[src/rtl/execute.sv]
// ---------------------------------------------------------------------------
// execute -- single-cycle execute stage with its own register file.
//
// Ports
//   clk                 rising-edge clock for all state
//   rst                 asynchronous, active-high reset
//   Aval                A operand as read by Decode (used when Ra = 14)
//   Bval                B operand as read by Decode, or the sign-extended
//                       immediate when Imb = 1 (used when Imb = 1 or Rb >= 14)
//   instructionExecute  instruction word; the all-zero word is a bubble
//   r                   architectural registers r0..r13
//   overflow            overflow / high-word register (architectural r15)
//   flag                condition flag written by compare-form instructions
//   jump                one-cycle redirect pulse
//   jumpTarget          redirect PC, meaningful only while jump = 1
//
// Instruction fields: Imb[31] Ra[30:27] Rb[26:23] Imm[26:13] Opc[12:8]
//                     Rc[7:4] Cond[3:1] Cmp[0]
// ---------------------------------------------------------------------------
module execute (
    input  logic        clk,
    input  logic        rst,
    input  logic [31:0] Aval,
    input  logic [31:0] Bval,
    input  logic [31:0] instructionExecute,
    output logic [31:0] r [13:0],
    output logic [31:0] overflow,
    output logic        flag,
    output logic        jump,
    output logic [31:0] jumpTarget
);

    localparam logic [4:0] OP_MOV  = 5'd1;
    localparam logic [4:0] OP_AND  = 5'd2;
    localparam logic [4:0] OP_OR   = 5'd3;
    localparam logic [4:0] OP_XOR  = 5'd4;
    localparam logic [4:0] OP_ADD  = 5'd5;
    localparam logic [4:0] OP_ADDC = 5'd6;
    localparam logic [4:0] OP_SUB  = 5'd7;
    localparam logic [4:0] OP_MUL  = 5'd8;
    localparam logic [4:0] OP_SHL  = 5'd9;
    localparam logic [4:0] OP_SHR  = 5'd10;
    localparam logic [4:0] OP_SRA  = 5'd11;
    localparam logic [4:0] OP_EQ   = 5'd12;
    localparam logic [4:0] OP_LT   = 5'd13;

    // ------------------------------------------------------------------
    // Field decode
    // ------------------------------------------------------------------
    logic       imb;
    logic [3:0] ra;
    logic [3:0] rb;
    logic [4:0] opc;
    logic [3:0] rc;
    logic [2:0] cond;
    logic       cmp;

    assign imb  = instructionExecute[31];
    assign ra   = instructionExecute[30:27];
    assign rb   = instructionExecute[26:23];
    assign opc  = instructionExecute[12:8];
    assign rc   = instructionExecute[7:4];
    assign cond = instructionExecute[3:1];
    assign cmp  = instructionExecute[0];

    // The low immediate bits only matter to Decode, which already folded
    // them into Bval.
    logic unused_imm_low;
    assign unused_imm_low = ^instructionExecute[22:13];

    // ------------------------------------------------------------------
    // Operand selection. Reading r0..r13 from the local file (not from the
    // Decode-latched value) picks up a write made on the previous edge.
    // ------------------------------------------------------------------
    logic [31:0] op_a;
    logic [31:0] op_b;

    always_comb begin
        if (ra == 4'd14) begin
            op_a = Aval;
        end else if (ra == 4'd15) begin
            op_a = overflow;
        end else begin
            op_a = r[ra];
        end
    end

    always_comb begin
        if (imb || (rb >= 4'd14)) begin
            op_b = Bval;
        end else begin
            op_b = r[rb];
        end
    end

    // ------------------------------------------------------------------
    // ALU
    // ------------------------------------------------------------------
    logic        carry_in;
    logic [32:0] sum;
    logic [63:0] product;

    assign carry_in = (opc == OP_ADDC) ? overflow[0] : 1'b0;
    assign sum      = {1'b0, op_a} + {1'b0, op_b} + {32'd0, carry_in};
    assign product  = {32'd0, op_a} * {32'd0, op_b};

    logic [31:0] result;
    logic        known_op;
    logic        ovf_implicit_en;
    logic [31:0] ovf_implicit;

    always_comb begin
        result          = '0;
        known_op        = 1'b1;
        ovf_implicit_en = 1'b0;
        ovf_implicit    = '0;
        case (opc)
            OP_MOV: result = op_b;
            OP_AND: result = op_a & op_b;
            OP_OR:  result = op_a | op_b;
            OP_XOR: result = op_a ^ op_b;
            OP_ADD, OP_ADDC: begin
                result          = sum[31:0];
                ovf_implicit_en = 1'b1;
                ovf_implicit    = {31'd0, sum[32]};
            end
            OP_SUB: begin
                result          = op_a - op_b;
                ovf_implicit_en = 1'b1;
                ovf_implicit    = {31'd0, (op_a < op_b)};
            end
            OP_MUL: begin
                result          = product[31:0];
                ovf_implicit_en = 1'b1;
                ovf_implicit    = product[63:32];
            end
            OP_SHL: result = op_a << op_b[4:0];
            OP_SHR: result = op_a >> op_b[4:0];
            OP_SRA: result = $unsigned($signed(op_a) >>> op_b[4:0]);
            OP_EQ:  result = {31'd0, (op_a == op_b)};
            OP_LT:  result = {31'd0, ($signed(op_a) < $signed(op_b))};
            default: known_op = 1'b0;   // opcode 0 and 14..31 do nothing
        endcase
    end

    // ------------------------------------------------------------------
    // Issue control
    // ------------------------------------------------------------------
    logic squash_reg;
    logic squash_next;
    logic bubble;
    logic cond_pass;
    logic active;
    logic reg_write;
    logic ovf_direct;
    logic ovf_we;
    logic [31:0] ovf_next;
    logic flag_we;
    logic jump_next;

    always_comb begin
        case (cond)
            3'd0:    cond_pass = 1'b1;
            3'd1:    cond_pass = flag;
            3'd2:    cond_pass = ~flag;
            default: cond_pass = 1'b0;
        endcase
    end

    assign bubble = (instructionExecute == 32'd0);

    // A pending squash kills the next real instruction, whatever it is;
    // bubbles pass through and leave the squash armed.
    assign active = ~bubble & ~squash_reg & cond_pass & known_op;

    assign reg_write  = active & ~cmp & (rc < 4'd14);
    assign ovf_direct = ~cmp & (rc == 4'd15);
    assign ovf_we     = active & (ovf_direct | ovf_implicit_en);
    // An explicit Rc = 15 write overrides the arithmetic side effect.
    assign ovf_next   = ovf_direct ? result : ovf_implicit;
    assign flag_we    = active & cmp;
    assign jump_next  = active & ~cmp & (rc == 4'd14);

    assign squash_next = jump_next | (squash_reg & bubble);

    logic [13:0] wr_en;

    generate
        for (genvar gi = 0; gi < 14; gi++) begin : g_wr_en
            assign wr_en[gi] = reg_write & (rc == 4'(gi));
        end
    endgenerate

    // ------------------------------------------------------------------
    // State
    // ------------------------------------------------------------------
    always_ff @(posedge clk or posedge rst) begin
        if (rst) begin
            for (int i = 0; i < 14; i++) begin
                r[i] <= '0;
            end
            overflow   <= '0;
            flag       <= 1'b0;
            jump       <= 1'b0;
            jumpTarget <= '0;
            squash_reg <= 1'b0;
        end else begin
            for (int i = 0; i < 14; i++) begin
                if (wr_en[i]) begin
                    r[i] <= result;
                end
            end
            if (ovf_we) begin
                overflow <= ovf_next;
            end
            if (flag_we) begin
                flag <= (result != 32'd0);
            end
            jump <= jump_next;
            if (jump_next) begin
                jumpTarget <= result;
            end
            squash_reg <= squash_next;
        end
    end

endmodule

[config.mk]
export PLATFORM = sky130hd
export DESIGN_NAME = execute
export DESIGN_NICKNAME = d
export VERILOG_FILES = /design/src/rtl/execute.sv
export SDC_FILE = /design/constraint.sdc
export NUM_CORES = 2
export LEC_CHECK = 0
export CAP_MARGIN = 20
export CELL_PAD_IN_SITES_DETAIL_PLACEMENT = 2
export CELL_PAD_IN_SITES_GLOBAL_PLACEMENT = 2
export CORE_MARGIN = 4
export CORE_UTILIZATION = 34
export CTS_CLUSTER_DIAMETER = 80
export DETAILED_ROUTE_END_ITERATION = 12
export PLACE_DENSITY_LB_ADDON = 0.1
export SLEW_MARGIN = 20
export SYNTH_ARGS = -nofsm -noshare
export SYNTH_HDL_FRONTEND = slang
export SYNTH_SLANG_ARGS = --single-unit
[constraint.sdc]
create_clock -name clk -period 20.2 [get_ports clk]
set_clock_uncertainty 0.15 [all_clocks]
set_input_delay 6.06 -clock clk [delete_from_list [all_inputs] [get_ports clk]]
set_output_delay 6.06 -clock clk [all_outputs]
set_load 0.02 [all_outputs]
[Word level (Yosys, flattened, before mapping)]
Cells that the tools add are included.
Storage, ports and cells
  output and inout bits: 514
  word-level logic and storage cells: 120
  flip-flop bits (word level): 515
  input port bits: 98
Operators by class
  add/sub/neg operators: 3
  bitwise operators: 33
  shift-type cells: 3
  muxes and demuxes: 14
  order comparisons: 6
  reductions and logical operators: 8
  multiply operators: 1
  equal/unequal tests: 33
Operators with widths (number)
  32-bit case mux with 12 select lines: 1
  32-bit binary-select mux with 4-bit select: 2
  32-bit two-way mux: 6
  32-bit case mux with 3 select lines: 1
  32-bit less-than comparator: 2
  32-bit by 32-bit multiplier with 64-bit output: 1
  4-bit equality test (second input constant): 10
  32-bit by 32-bit adder with 33-bit output: 1
  33-bit by 1-bit adder with 33-bit output: 1
  32-bit bitwise AND: 1
  32-bit equality test: 1
  32-bit logical NOT: 1
  32-bit OR: 1
  32-bit nonzero test: 1
  32-bit by 5-bit << shifter with 32-bit output: 1
  32-bit by 5-bit right shift with 32-bit output: 1
  32-bit by 5-bit >>> shifter with 32-bit output: 1
  32-bit subtractor: 1
  32-bit XOR: 1
  5-bit by 4-bit equality test with 1-bit output (second input constant): 6
  1-bit bitwise AND: 24
  5-bit by 3-bit equality test with 1-bit output (second input constant): 4
  4-bit by 3-bit equality test with 1-bit output (second input constant): 4
  13-bit OR reduction: 1
  18 further kinds: 27

[Logic depth before layout (Yosys ltp)]
  depth in word-level cells: 8
  mapped depth: 45
  depth with buffers taken out: 37

[Worst setup path before layout]
Ideal clock, no wire load.
  path kind: in2reg
  start point: input instructionExecute[24]
  end point: register flag
  data required time: 19924 ps
  setup time: 126 ps
  arrival: 15935 ps
  path slack: 3988 ps
  path buffers: 8
  stages on the path: 37
  cell sequence: buf_6 -> buf_6 -> buf_2 -> mux4_2 -> o22ai_1 -> a211oi_1 -> a21oi_2 -> clkbuf_1 -> clkbuf_1 -> buf_1 -> clkbuf_1 -> nor2_1 -> fa_1 -> fa_1 -> fa_1 -> inv_1 -> fa_1 -> inv_1 -> fa_1 -> fa_1 -> fa_1 -> fa_1 -> ha_1 -> clkbuf_1 -> nand2_1 -> or3_1 -> a2111oi_0 -> nor2_1 -> o31ai_1 -> a31oi_1 -> xnor2_1 -> a211oi_1 -> o311ai_1 -> mux2_2 -> a22oi_2 -> nand2_1 -> o32a_1
Between the ends
  cells in the longest elaborated chain, start to end: 7
  elaborated cells between the ends (all ways): 25
  classes of those cells: add/sub (3); mul (1); order compare (2); eq/ne (1); shift (3); mux (4); bitwise (8); reduce/logical (3)
Ends and longest elaborated chain
  from (decl): RTL line 25  | input logic [31:0] instructionExecute,
  parallel branches: the longest is 7 deep, another holds 32-bit by 32-bit multiplier with 64-bit output
  to (signal assigned): RTL line 217  | flag <= (result != 32'd0);
  to (decl): RTL line 28  | output logic flag,
Several ways; the timed one is not identified. The select of a mux whose other input is x is not followed.
A chain may end at the register's enable or synchronous reset.

[Worst setup path in the final report]
  start point: input instructionExecute[23]
  end point: register flag
Same word-level chain as after synthesis.

==> impl_metrics.ini <==
[global_route]
grt_pass1_wl_um = 546800
grt_overflow = 0
antenna_found_initial = 31
grt.total_usage_pct = 37.39
grt_max_degree = 153
grt_pass1_vias = 69250

[finish]
area_growth_pct = 16.78
multi_input_area_mm2 = 0.04884
drive_gt1_share_pct = 10.32
reg_top3 = r x448, jumpTarget x32, overflow x32
top_register = r
final_nets = 9074
fill_cells = 21290
area.sequential_mm2 = 0.01289
fin_util_pct = 40.04
largest_reg_flops = 448

[synthesis]
syn_inst = 7362
synth_edf_count = 0
synth_warnings = 0
synth.top_cell.area_share_pct = 26.83
synth_flop_cell = dfrtp_1
synth.net_count = 8719
yosysUniqueCellTypes = 103
synthTopCellsByCount = nand2_1, inv_1, fa_1, nor2_1, o21ai_0
avgSynthCellArea_um2 = 9.110
yosysMostFrequentCell = nand2_1
ys_seq_elements = 515
seq_area_frac_synth_pct = 19.22
syn_area_mm2 = 0.06707
ys_async_sr_fraction_pct = 100.0
synth_area_leader_cell = fa_1
synth.top_cells.by_area = fa_1, dfrtp_1, ha_1

[worst_setup_path]
reg2reg_to = flag
crit_top_cell = fa_1
crit_fanout = 48
r2r-start = r[356]
r2r_cells = 32
cp_slowest_stage_delay_ns = 0.83
crit_type = primary input to register
reg2reg_slack_ns = 7.53
arrival_ns = 18.82
crit_path_start_kind = primary input
required_ns = 20.57
critPathSlowestCell = a2111oi_0
critical_path.endpoint_type = register

[timing]
drv_slew = 0
setup-tns-final_ns = 0
period_needed_ns = 18.46
fin_ws_ns = 1.745
fmaxAchievable_mhz = 54.18
rsz0062_at_grt = false
worstMarginPinSlew_ns = 1.194
relSlewSlack_pct = 20.28
hold_viol = 0
finalSetupViolCount = 0
min_period_over_period_pct = 91.36

[cts]
tritoncts = done
cts_resized = 0
clock_tree.buffer_depth = 3
numCtsBuffers = 53
cts_hold_buf = 0
clk_latency_ns = 0.65
post_cts_buffers = 0
root_buffer = clkbuf_16
cts_htree_levels = 2
clkTransAtPathRegs_ns = 0.07
clock-sinks = 515

[drt]
drc = 0
drt_iter0_drc = 5386
dr.pass1.iters = 6
detailroute.via_count = 62740
wl_um = 388000
wl_per_cell_um = 37.33
drtAntennaViolNets = 0
detail_route.vias_per_cell = 6.036

[floorplan]
start_util_pct = 34.29
die_area_mm2 = 0.2044
io_pins = 612
rows = 162
core_mm2 = 0.1956
die_w_um = 452.1
die_y_um = 452.1

[place]
dp_hpwl_um = 301300
io_buffers = 611
place_ws_ns = 1.201
place_congestion = 0.9559

[outcome]
status = finished clean

[hold_path]
hp-start = jumpTarget[17]
hold-path-cell-count = 2
hp-class = register to register
min_delay_worst_endpoint = jumpTarget[17]

[power]
p_leak_nw = 34.71
powerDensity_mw_per_mm2 = 138.4
ir_drop_mv = 0.2922

[run]
max-cap-violations = 0
==> cell families after synthesis <==
group / after synthesis / synth area share [%]
muxes: 485 / 10.59
AOI/OAI and AO/OA: 1378 / 13.67
adders and majority gates: 1260 / 33.57
buffers and inverters: 1472 / 8.733
and+or+nand+nor: 2181 / 13.30
DFF: 515 / 19.22
xor gates and xnor gates: 71 / 0.9272
==> per-layer routing <==
metal,global-route usage [%],vias to the layer above,routed length [µm]
li1,-,25080,-
met1,47.44,34180,154700
met2,61.20,2724,181500
met3,7.382,743,28990
met4,17.98,12,22730
met5,0,-,72
==> per-stage QoR <==
stage          cell area, µm²  hold slack (ns)  power, mW  instances
2_1_floorplan           67070           0.4400      5.765       7362
3_3_place_gp            76370           0.3171      9.325      10290
3_5_place_dp            76370           0.3307      9.461      10290
4_1_cts                 78270           0.3538      10.67      10380
5_1_grt                 78310           0.3880      11.41      10390
6_report                78320           0.3426      10.84      10390
==> placed cells by master, fill, tap and decap left out, types with 55 or more instances in the layout <==
master           count
mux2_2             163
clkbuf_16           55
dfrtp_1            515
nor2_1             674
a21oi_1            166
inv_1              899
clkdlybuf4s50_1    604
a21o_1              64
a221oi_1            58
o21ai_0            525
fa_1               899
mux4_2             155
mux2i_1            147
ha_1               360
buf_4              221
nand2_1           1169
==> layout make-up <==
| cell class | count | area share [%] |
|---|---|---|
| flip-flops and latches | 515 | 16.45 |
| inverters | 936 | 4.500 |
| well taps | 2624 | 4.192 |
| clock buffers | 75 | 2.006 |
| multi-input cells | 5375 | 62.36 |
| clock inverters | 21 | 0.4233 |
| diodes | 12 | 0.03834 |
| repair buffers | 836 | 10.03 |
==> critical path: cells and delay by family <==
family / cells / cell delay [ns]
AO/OA/AOI/OAI: 10 / 4.52
multiplexers: 2 / 0.87
XOR/XNOR: 1 / 0.27
buffers and inverters: 7 / 1.55
adder cells (fa/ha/maj): 9 / 4.47
AND/OR/NAND/NOR: 5 / 0.96
==> power breakdown <==
| group | switching [mW] | internal (mW) | total, mW |
|---|---|---|---|
| registers | 0.158 | 1.11 | 1.27 |
| logic | 5.71 | 2.73 | 8.45 |
| clock network | 0.480 | 0.645 | 1.13 |
| total | 6.35 | 4.49 | 10.8 |
==> worst max-delay path by stage <==
| stage | from | slack [ns] | depth (start not counted) | end |
|---|---|---|---|---|
| 3_5_place_dp | instructionExecute[29] | 1.20 | 32 | flag |
| 3_3_place_gp | instructionExecute[29] | 0.80 | 32 | flag |
| 5_1_grt | instructionExecute[23] | 1.30 | 34 | flag |
| 4_1_cts | instructionExecute[29] | 1.85 | 32 | flag |
| 2_1_floorplan | instructionExecute[24] | 3.99 | 37 | flag |
| 6_report | instructionExecute[23] | 1.74 | 34 | flag |
Power figures use the tool's default switching activity.
